$ cat config.mk
export PLATFORM = sky130hd
export DESIGN_NAME = ram_wr_buffer
export DESIGN_NICKNAME = d
export VERILOG_FILES = /design/src/rtl/ram_buf_pkg.sv /design/src/rtl/ram_buf_mem.sv /design/src/rtl/ram_wr_buffer.sv
export SDC_FILE = /design/constraint.sdc
export NUM_CORES = 1
export LEC_CHECK = 0
export ABC_AREA = 1
export BUFFER_PORTS_ARGS = -buffer_cell sky130_fd_sc_hd__buf_2
export CORE_ASPECT_RATIO = 0.7
export CORE_MARGIN = 2
export CORE_UTILIZATION = 23
export CTS_CLUSTER_DIAMETER = 120
export DETAILED_ROUTE_END_ITERATION = 12
export PLACE_DENSITY = 0.39
export SKIP_LAST_GASP = 1
export SYNTH_ARGS = -nofsm -noshare
export SYNTH_HDL_FRONTEND = slang
export SYNTH_SLANG_ARGS = --single-unit
$ cat constraint.sdc
create_clock -name i_clk -period 2.04 [get_ports i_clk]
set_input_delay 0.102 -clock i_clk [delete_from_list [all_inputs] [get_ports i_clk]]
set_output_delay 0.102 -clock i_clk [all_outputs]
set_load 0.05 [all_outputs]
$ cat src/rtl/ram_buf_pkg.sv
// rtl/ram_buf_pkg.sv - shared widths, types and parity helper for ram_wr_buffer
package ram_buf_pkg;

  // Default geometry; the top derives its own widths from its DEPTH parameter.
  localparam int DEPTH_DEF = 16;

  // Pointer width for a given depth (at least one bit so tiny buffers still elaborate).
  function automatic int addr_w_f(input int depth);
    return (depth > 1) ? $clog2(depth) : 1;
  endfunction

  localparam int ADDR_W_DEF = addr_w_f(DEPTH_DEF);

  // Pointer and occupancy types for the default geometry.
  typedef logic [ADDR_W_DEF-1:0] ptr_t;
  typedef logic [ADDR_W_DEF:0]   cnt_t;

  // Even parity bit: callers zero-extend narrower words, which leaves the XOR unchanged.
  function automatic logic even_par(input logic [63:0] d);
    return ^d;
  endfunction

endpackage

$ cat src/rtl/ram_buf_mem.sv
// rtl/ram_buf_mem.sv - plain storage array, one write port and one registered read port
module ram_buf_mem
  import ram_buf_pkg::*;
#(
  parameter  int WIDTH  = 8,
  parameter  int DEPTH  = 16,
  localparam int ADDR_W = addr_w_f(DEPTH)
) (
  input  logic              i_clk,
  input  logic              i_rst_n,
  input  logic              i_wr_en,
  input  logic [ADDR_W-1:0] i_wr_addr,
  input  logic [WIDTH-1:0]  i_wr_data,
  input  logic              i_rd_en,
  input  logic [ADDR_W-1:0] i_rd_addr,
  output logic [WIDTH-1:0]  o_rd_data
);

  logic [WIDTH-1:0] mem [DEPTH];

  // Storage array is deliberately left unreset so it maps onto plain RAM.
  always_ff @(posedge i_clk) begin
    if (i_wr_en) mem[i_wr_addr] <= i_wr_data;
  end

  // Registered read port; a same-address write in the same cycle returns the old word.
  always_ff @(posedge i_clk or negedge i_rst_n) begin
    if (!i_rst_n)     o_rd_data <= '0;
    else if (i_rd_en) o_rd_data <= mem[i_rd_addr];
  end

endmodule

$ cat src/rtl/ram_wr_buffer.sv
// rtl/ram_wr_buffer.sv - circular write buffer with occupancy and sticky error flags (option: RAM_WR_BUFFER_PARITY_EN)
module ram_wr_buffer
  import ram_buf_pkg::*;
#(
  parameter  int SIZE_DATA = 8,
  parameter  int DEPTH     = 16,
  localparam int ADDR_W    = addr_w_f(DEPTH)
) (
  input  logic                 i_clk,
  input  logic                 i_rst_n,
  input  logic                 i_clr,
  input  logic                 i_wr_en,
  input  logic [SIZE_DATA-1:0] i_data_wr,
`ifdef RAM_WR_BUFFER_PARITY_EN
  input  logic                 i_par_inj,
`endif
  input  logic                 i_rd_en,
  output logic                 o_rd_valid,
  output logic [SIZE_DATA-1:0] o_data_rd,
  output logic                 o_full,
  output logic                 o_empty,
  output logic [ADDR_W:0]      o_count,
  output logic                 o_overflow,
  output logic                 o_underflow,
  output logic                 o_parity_err
);

`ifdef RAM_WR_BUFFER_PARITY_EN
  localparam int MEM_W = SIZE_DATA + 1;
`else
  localparam int MEM_W = SIZE_DATA;
`endif
  localparam logic [ADDR_W:0] FULL_CNT = (ADDR_W+1)'(DEPTH);

  logic [ADDR_W-1:0] wr_ptr, rd_ptr;
  logic [ADDR_W:0]   count_q, count_nxt;
  logic              full_q, empty_q, rd_valid_q, ovf_q, unf_q;
  logic              rd_acc, wr_acc;
  logic [MEM_W-1:0]  mem_wdata, mem_rdata;

  // Accept decisions; clear wins over any request, and a full buffer takes a write only alongside a read.
  always_comb begin
    rd_acc    = i_rd_en & ~empty_q & ~i_clr;
    wr_acc    = i_wr_en & (~full_q | rd_acc) & ~i_clr;
    count_nxt = count_q;
    if (wr_acc & ~rd_acc)      count_nxt = count_q + (ADDR_W+1)'(1);
    else if (rd_acc & ~wr_acc) count_nxt = count_q - (ADDR_W+1)'(1);
  end

`ifdef RAM_WR_BUFFER_PARITY_EN
  assign mem_wdata    = {even_par(64'(i_data_wr)) ^ i_par_inj, i_data_wr};
  assign o_data_rd    = mem_rdata[SIZE_DATA-1:0];
  assign o_parity_err = rd_valid_q & (even_par(64'(mem_rdata[SIZE_DATA-1:0])) ^ mem_rdata[SIZE_DATA]);
`else
  assign mem_wdata    = i_data_wr;
  assign o_data_rd    = mem_rdata;
  assign o_parity_err = 1'b0;
`endif

  ram_buf_mem #(
    .WIDTH (MEM_W),
    .DEPTH (DEPTH)
  ) u_mem (
    .i_clk     (i_clk),
    .i_rst_n   (i_rst_n),
    .i_wr_en   (wr_acc),
    .i_wr_addr (wr_ptr),
    .i_wr_data (mem_wdata),
    .i_rd_en   (rd_acc),
    .i_rd_addr (rd_ptr),
    .o_rd_data (mem_rdata)
  );

  // Pointers, occupancy, registered full/empty, read-valid strobe and sticky error flags.
  always_ff @(posedge i_clk or negedge i_rst_n) begin
    if (!i_rst_n) begin
      wr_ptr     <= '0;
      rd_ptr     <= '0;
      count_q    <= '0;
      full_q     <= 1'b0;
      empty_q    <= 1'b1;
      rd_valid_q <= 1'b0;
      ovf_q      <= 1'b0;
      unf_q      <= 1'b0;
    end else if (i_clr) begin
      wr_ptr     <= '0;
      rd_ptr     <= '0;
      count_q    <= '0;
      full_q     <= 1'b0;
      empty_q    <= 1'b1;
      rd_valid_q <= 1'b0;
      ovf_q      <= 1'b0;
      unf_q      <= 1'b0;
    end else begin
      if (wr_acc) wr_ptr <= wr_ptr + ADDR_W'(1);
      if (rd_acc) rd_ptr <= rd_ptr + ADDR_W'(1);
      count_q    <= count_nxt;
      full_q     <= (count_nxt == FULL_CNT);
      empty_q    <= (count_nxt == '0);
      rd_valid_q <= rd_acc;
      if (i_wr_en & ~wr_acc) ovf_q <= 1'b1;
      if (i_rd_en & empty_q) unf_q <= 1'b1;
    end
  end

  assign o_rd_valid  = rd_valid_q;
  assign o_full      = full_q;
  assign o_empty     = empty_q;
  assign o_count     = count_q;
  assign o_overflow  = ovf_q;
  assign o_underflow = unf_q;

endmodule

---- Word-level counts from Yosys, hierarchy flattened ----
Memories as Yosys holds them, arrays and structs flattened. A register that Yosys moved wholly into a read port is not among the register bits.
Index checks and enable logic that the tools add are counted.
word-level totals
  flip-flop bits (word level) ............. 18
  bits in writable memories ............... 128
  input bits .............................. 13
  output and inout bits ................... 19
  word-level logic and storage cells ...... 50
  memories ................................ 1
memory list
  name       depth  bits a word  read ports  clocked after memory_dff  write ports  RTL line           RTL
  u_mem.mem  16     8            1           1                         1            ram_buf_mem.sv:19  logic [WIDTH-1:0] mem [DEPTH];
operators by class
  add/sub/neg operators ................... 4
  equal/unequal tests ..................... 1
  multiplexer cells ....................... 16
  bitwise logic cells ..................... 14
  reduce and logical (&&, ||, !) cells .... 6
operator list
  cell                                                                count
  4-bit 2-to-1 mux                                                    4
  5-bit 2-to-1 mux                                                    3
  1-bit 2-to-1 mux                                                    9
  4-bit by 1-bit adder with 4-bit output, second input constant       2
  1-bit AND                                                           8
  2-bit nonzero test                                                  4
  5-bit by 1-bit adder with 5-bit output, second input constant       1
  5-bit == test, second input constant                                1
  5-bit logical NOT                                                   1
  1-bit NOT                                                           5
  5-bit by 1-bit subtractor with 5-bit output, second input constant  1
  1-bit logical NOT                                                   1
  1-bit bitwise OR                                                    1

---- Longest topological paths before layout ----
  depth after elaboration ................. 12
  depth in mapped cells ................... 10
  depth with buffers taken out ............ 10

---- By module ----
Synthesis repeated with hierarchy kept, for this count alone.
unflattened totals
  cells, all modules ...................... 620
  area total of the unflattened synthesis .. 6,716.4 um^2
by module, submodules not included
  module         instances  cells each  area an instance (um^2)  seq. area each (um^2)
  ram_buf_mem    1          483         5,635.4                  4,043.9
  ram_wr_buffer  1          137         1,081.0                  451.7

---- Worst setup path before layout ----
Ideal clock, no wire load.
  path kind ............................... reg-to-reg
  start point ............................. reg empty_q, in the netlist o_empty
  end point ............................... mem u_mem.mem[10][0] (enable)
  setup time .............................. 0.383 ns
  data arrival time ....................... 1.674 ns
  data required time ...................... 1.657 ns
  slack ................................... -0.018 ns
  stages on the path, launching flop included .. 8
  buffers on the path ..................... 0
  period minus slack after synthesis ...... 2.058 ns
  cell sequence ........................... dfstp_2 -> inv_2 -> nand3_4 -> nand2_2 -> nand2_2 -> nor2_4 -> inv_2 -> nor3_1
between the ends
  longest elaborated chain between the ends .. 8
ends and longest elaborated chain
  element                                 RTL line             RTL
  start: declaration                      ram_wr_buffer.sv:37  logic full_q, empty_q, rd_valid_q, ovf_q, unf_q;
  start signal: assignment                ram_wr_buffer.sv:99  empty_q <= (count_nxt == '0);
  1-bit NOT                               ram_wr_buffer.sv:43  rd_acc = i_rd_en & ~empty_q & ~i_clr;
  1-bit AND (2 in series)                 ram_wr_buffer.sv:43
  1-bit bitwise OR                        ram_wr_buffer.sv:44  wr_acc = i_wr_en & (~full_q | rd_acc) & ~i_clr;
  1-bit AND (2 in series)                 ram_wr_buffer.sv:44
  1-bit 2-to-1 mux                        ram_buf_mem.sv:23    if (i_wr_en) mem[i_wr_addr] <= i_wr_data;
  1-bit 2-to-1 mux (not written as such)  ram_buf_mem.sv:23
  end: declaration                        ram_buf_mem.sv:19
No other way between the ends.

---- Worst setup path after layout ----
  start point ............................. reg empty_q, in the netlist o_empty
  end point ............................... mem u_mem.mem[2][3] (enable)
The elaborated chain is that of the path after synthesis.

==> metrics.yaml <==
critical_path:
  path_class: "reg -> reg"
  cp_max_fo: 8
  cp_data_required_time_ps: 2110
  critical_path_arrival_ps: 1970
  endpoint_kind: "flip-flop"
  cp-start-kind: "flip-flop"
cells_and_area:
  fill_cells: 2899
  syn2layout_area_growth_pct: 20.4
  regArea_sq_um: 4500
  antenna_cells: 0
  multi_input_area_sq_um: 1850
  utilization_pct: 28.2
  layout-drive-gt1-share_pct: 19.1
  finish.net_count: 640
yosys:
  yosys_warnings: 0
  synth_top_cells_by_count: "128 x edfxtp_1, 124 x nand2_1, 61 x nor2_1, 45 x o21ai_0, 25 x dfrtp_1"
  synth-main-ff-cell: "edfxtp_1"
  ys_seq_elements: 154
  synth_top_area_cell: "edfxtp_1"
  synthCells: 569
  avgSynthCellArea_sq_um: 11.5
  synth.top_cell.area_share_pct: 58.9
  synth_enable_flop_cells: 128
  syn-num-nets: 589
  yosysMostFrequentCell: "edfxtp_1"
  yosysSeqAreaShare_pct: 68.9
  ys_types: 35
  syn_area_sq_um: 6530
  synthArstFlopShare_pct: 16.9
  synth.area.top_cells: "edfxtp_1 59%, dfrtp_1 9.6%, nand2_1 7.1%"
clock_tree:
  clock_latency_ps: 440
  cts_sinks: 154
  numCtsBuffers: 17
  path_clk_slew_ps: 60
  htree_levels: 4
  cts_tree: "yes"
  clk_path_buf_depth: 2
  cts_setup_buffers: 0
  cts_root_buf: "clkbuf_16"
power:
  seqPwrFrac_pct: 46.3
  max-vdd-ir-drop_uv: 593
  pwr-share-clk_pct: 39.2
  power.total_mw: 7.80
  p_sw_share_pct: 28.1
  switchingPower_mw: 2.19
  share_comb_of_total_power_pct: 14.6
  p_per_area_nw_per_um2: 992
  intPower_mw: 5.61
  leakage_nw: 2.88
route:
  vias_per_cell: 4.44
  num_vias: 4457
  drtAntennaViolNets: 0
  routed_wl_microns: 18300
  drc: 0
  drt_iter0_drc: 358
  dr.pass1.iters: 5
  avgRoutedWirePerCell_microns: 18.2
timing:
  worstMarginPinSlew_ps: 761
  rsz0062_at_grt: "no"
  layout_setup_ws_ps: 140
  fmax_mhz: 526
  finalCritPeriodShare_pct: 93.2
  finalCriticalPeriod_ps: 1900
  skew_ps: 10.7
  finalSetupViolCount: 0
  drv_slew: 0
  maxSlewHeadroom_pct: 49.0
  tns_ps: 0
  hold_viol_final: 0
global_route:
  grt_use_total_pct: 12.8
  grt_pass1_vias: 4373
  grt_overflow: 0
  grt_pass1_wl_microns: 27600
  grt_max_degree: 68
  antenna_found_initial: 0
floorplanning:
  die_x_microns: 205
  start_util_pct: 23.4
  io_pins: 32
  rows: 51
  die_h_microns: 145
  fp.coreArea_sq_um: 27900
  die_area_sq_um: 29800
worst_hold_path:
  holdCritPathClass: "in -> reg"
placed_design:
  place_ws_ps: -240
  port_buffers: 30
  dp.final_hpwl_microns: 12500
  gp_congestion: 0.780
run:
  drv_cap: 0
status:
  status: "complete, no violations"
-- flip-flops by register name, indices dropped and copies added (netlist names) --
name / count
o_overflow: 1
o_empty: 1
rd_ptr: 4
o_rd_valid: 1
wr_ptr: 4
o_count: 5
u_mem.mem: 128
o_underflow: 1
u_mem.o_rd_data: 8
o_full: 1
-- path summary, 6_finish.rpt --
check	cells past startpoint	end	startpoint	slack, ps
max in group asynchronous	2	rd_ptr[0]$_DFFE_PN0P_	i_rst_n	1320
worst max register to register	8	u_mem.mem[2][3]$_DFFE_PP_	o_empty$_DFF_PN1_	140
worst min-delay path	5	wr_ptr[1]$_DFFE_PN0P_	i_wr_en	90
worst min register to register	2	u_mem.o_rd_data[2]$_DFFE_PN0P_	u_mem.o_rd_data[2]$_DFFE_PN0P_	470
min in group asynchronous	2	o_count[2]$_DFF_PN0_	i_rst_n	240
worst max-delay path	8	u_mem.mem[2][3]$_DFFE_PP_	o_empty$_DFF_PN1_	140
-- stage by stage --
step,cells,area (sq um),hold WS (ps)
after floorplan,569,6530,-194
after detailed placement,971,7240,187
after CTS,1004,7850,66.6
after global placement,971,7240,170
after global routing,1004,7860,107
final,1004,7860,88.4
-- placed cells by master (no fill, tap or decap), types with 3 or more instances in the layout --
cell | synthesis | final
clkinv_4 | 0 | 3
xor2_1 | 3 | 3
o21ai_0 | 45 | 45
a21boi_0 | 16 | 16
nor2_1 | 61 | 59
nor2_2 | 1 | 3
nand2_2 | 8 | 8
ha_1 | 7 | 7
o22ai_1 | 16 | 16
nor3_2 | 0 | 7
edfxtp_1 | 128 | 128
clkbuf_16 | 0 | 17
nand2_1 | 124 | 124
a21oi_1 | 23 | 23
nor3_1 | 15 | 7
clkinvlp_4 | 0 | 4
inv_1 | 17 | 16
dfrtp_1 | 25 | 24
clkinv_1 | 1 | 3
nand3_1 | 20 | 20
buf_4 | 5 | 25
buf_2 | 14 | 30
clkbuf_1 | 5 | 4
nor2_4 | 4 | 4
inv_2 | 5 | 6
o21ai_1 | 11 | 11
-- kinds of logic (layout without fill, tap and decap cells) --
kind of cell    after synthesis  count (layout)  share of synthesized area [%]
compound gates              113             113                           9.68
xor+xnor                      4               4                          0.537
fa+ha+maj                     7               7                           1.34
buf+inv                      51             115                           3.55
flops                       154             154                           68.9
other cells                   1               1                         0.0574
simple gates                239             239                           16.0
-- critical path, stage by stage, from the launching register on --
cell	delay [ps]
dfstp_2	370
inv_2	80
nand3_4	70
nand2_2	70
nand2_2	70
nor2_4	110
inv_2	120
buf_4	160
nor3_2	480
-- power by group through the flow --
stage          sequential (mW)  clock, mW  combinational, mW
2_1_floorplan             3.95          0              0.433
3_3_place_gp              3.68          0               1.14
3_5_place_dp              3.68          0               1.13
4_1_cts                   3.61       3.14               1.14
5_1_grt                   3.62       3.28               1.24
6_report                  3.61       3.06               1.14
-- layout make-up --
type | count | share of cell area, %
clock buffer | 21 | 5.60
timing repair buffer | 58 | 4.93
multi-input combinational | 364 | 23.6
tap | 371 | 5.90
inverter | 25 | 1.24
clock inverter | 11 | 1.58
sequential | 154 | 57.2
-- per-layer routing --
layer | part of all wire, % | GRT usage (%) | vias up
met5 | 0 | 0 | -
met4 | 1.0 | 3.67 | 0
met3 | 5.0 | 3.10 | 12
met2 | 41 | 17.2 | 99
met1 | 53 | 20.1 | 2258
li1 | - | - | 2088
-- what timing repair did --
action	in CTS	in global routing
hold buffers	1	0
setup endpoints to repair	64	24
hold endpoints to repair	25	0
gates resized for setup	8	3
pin swaps	0	0
(Power assumes the default switching activity.)
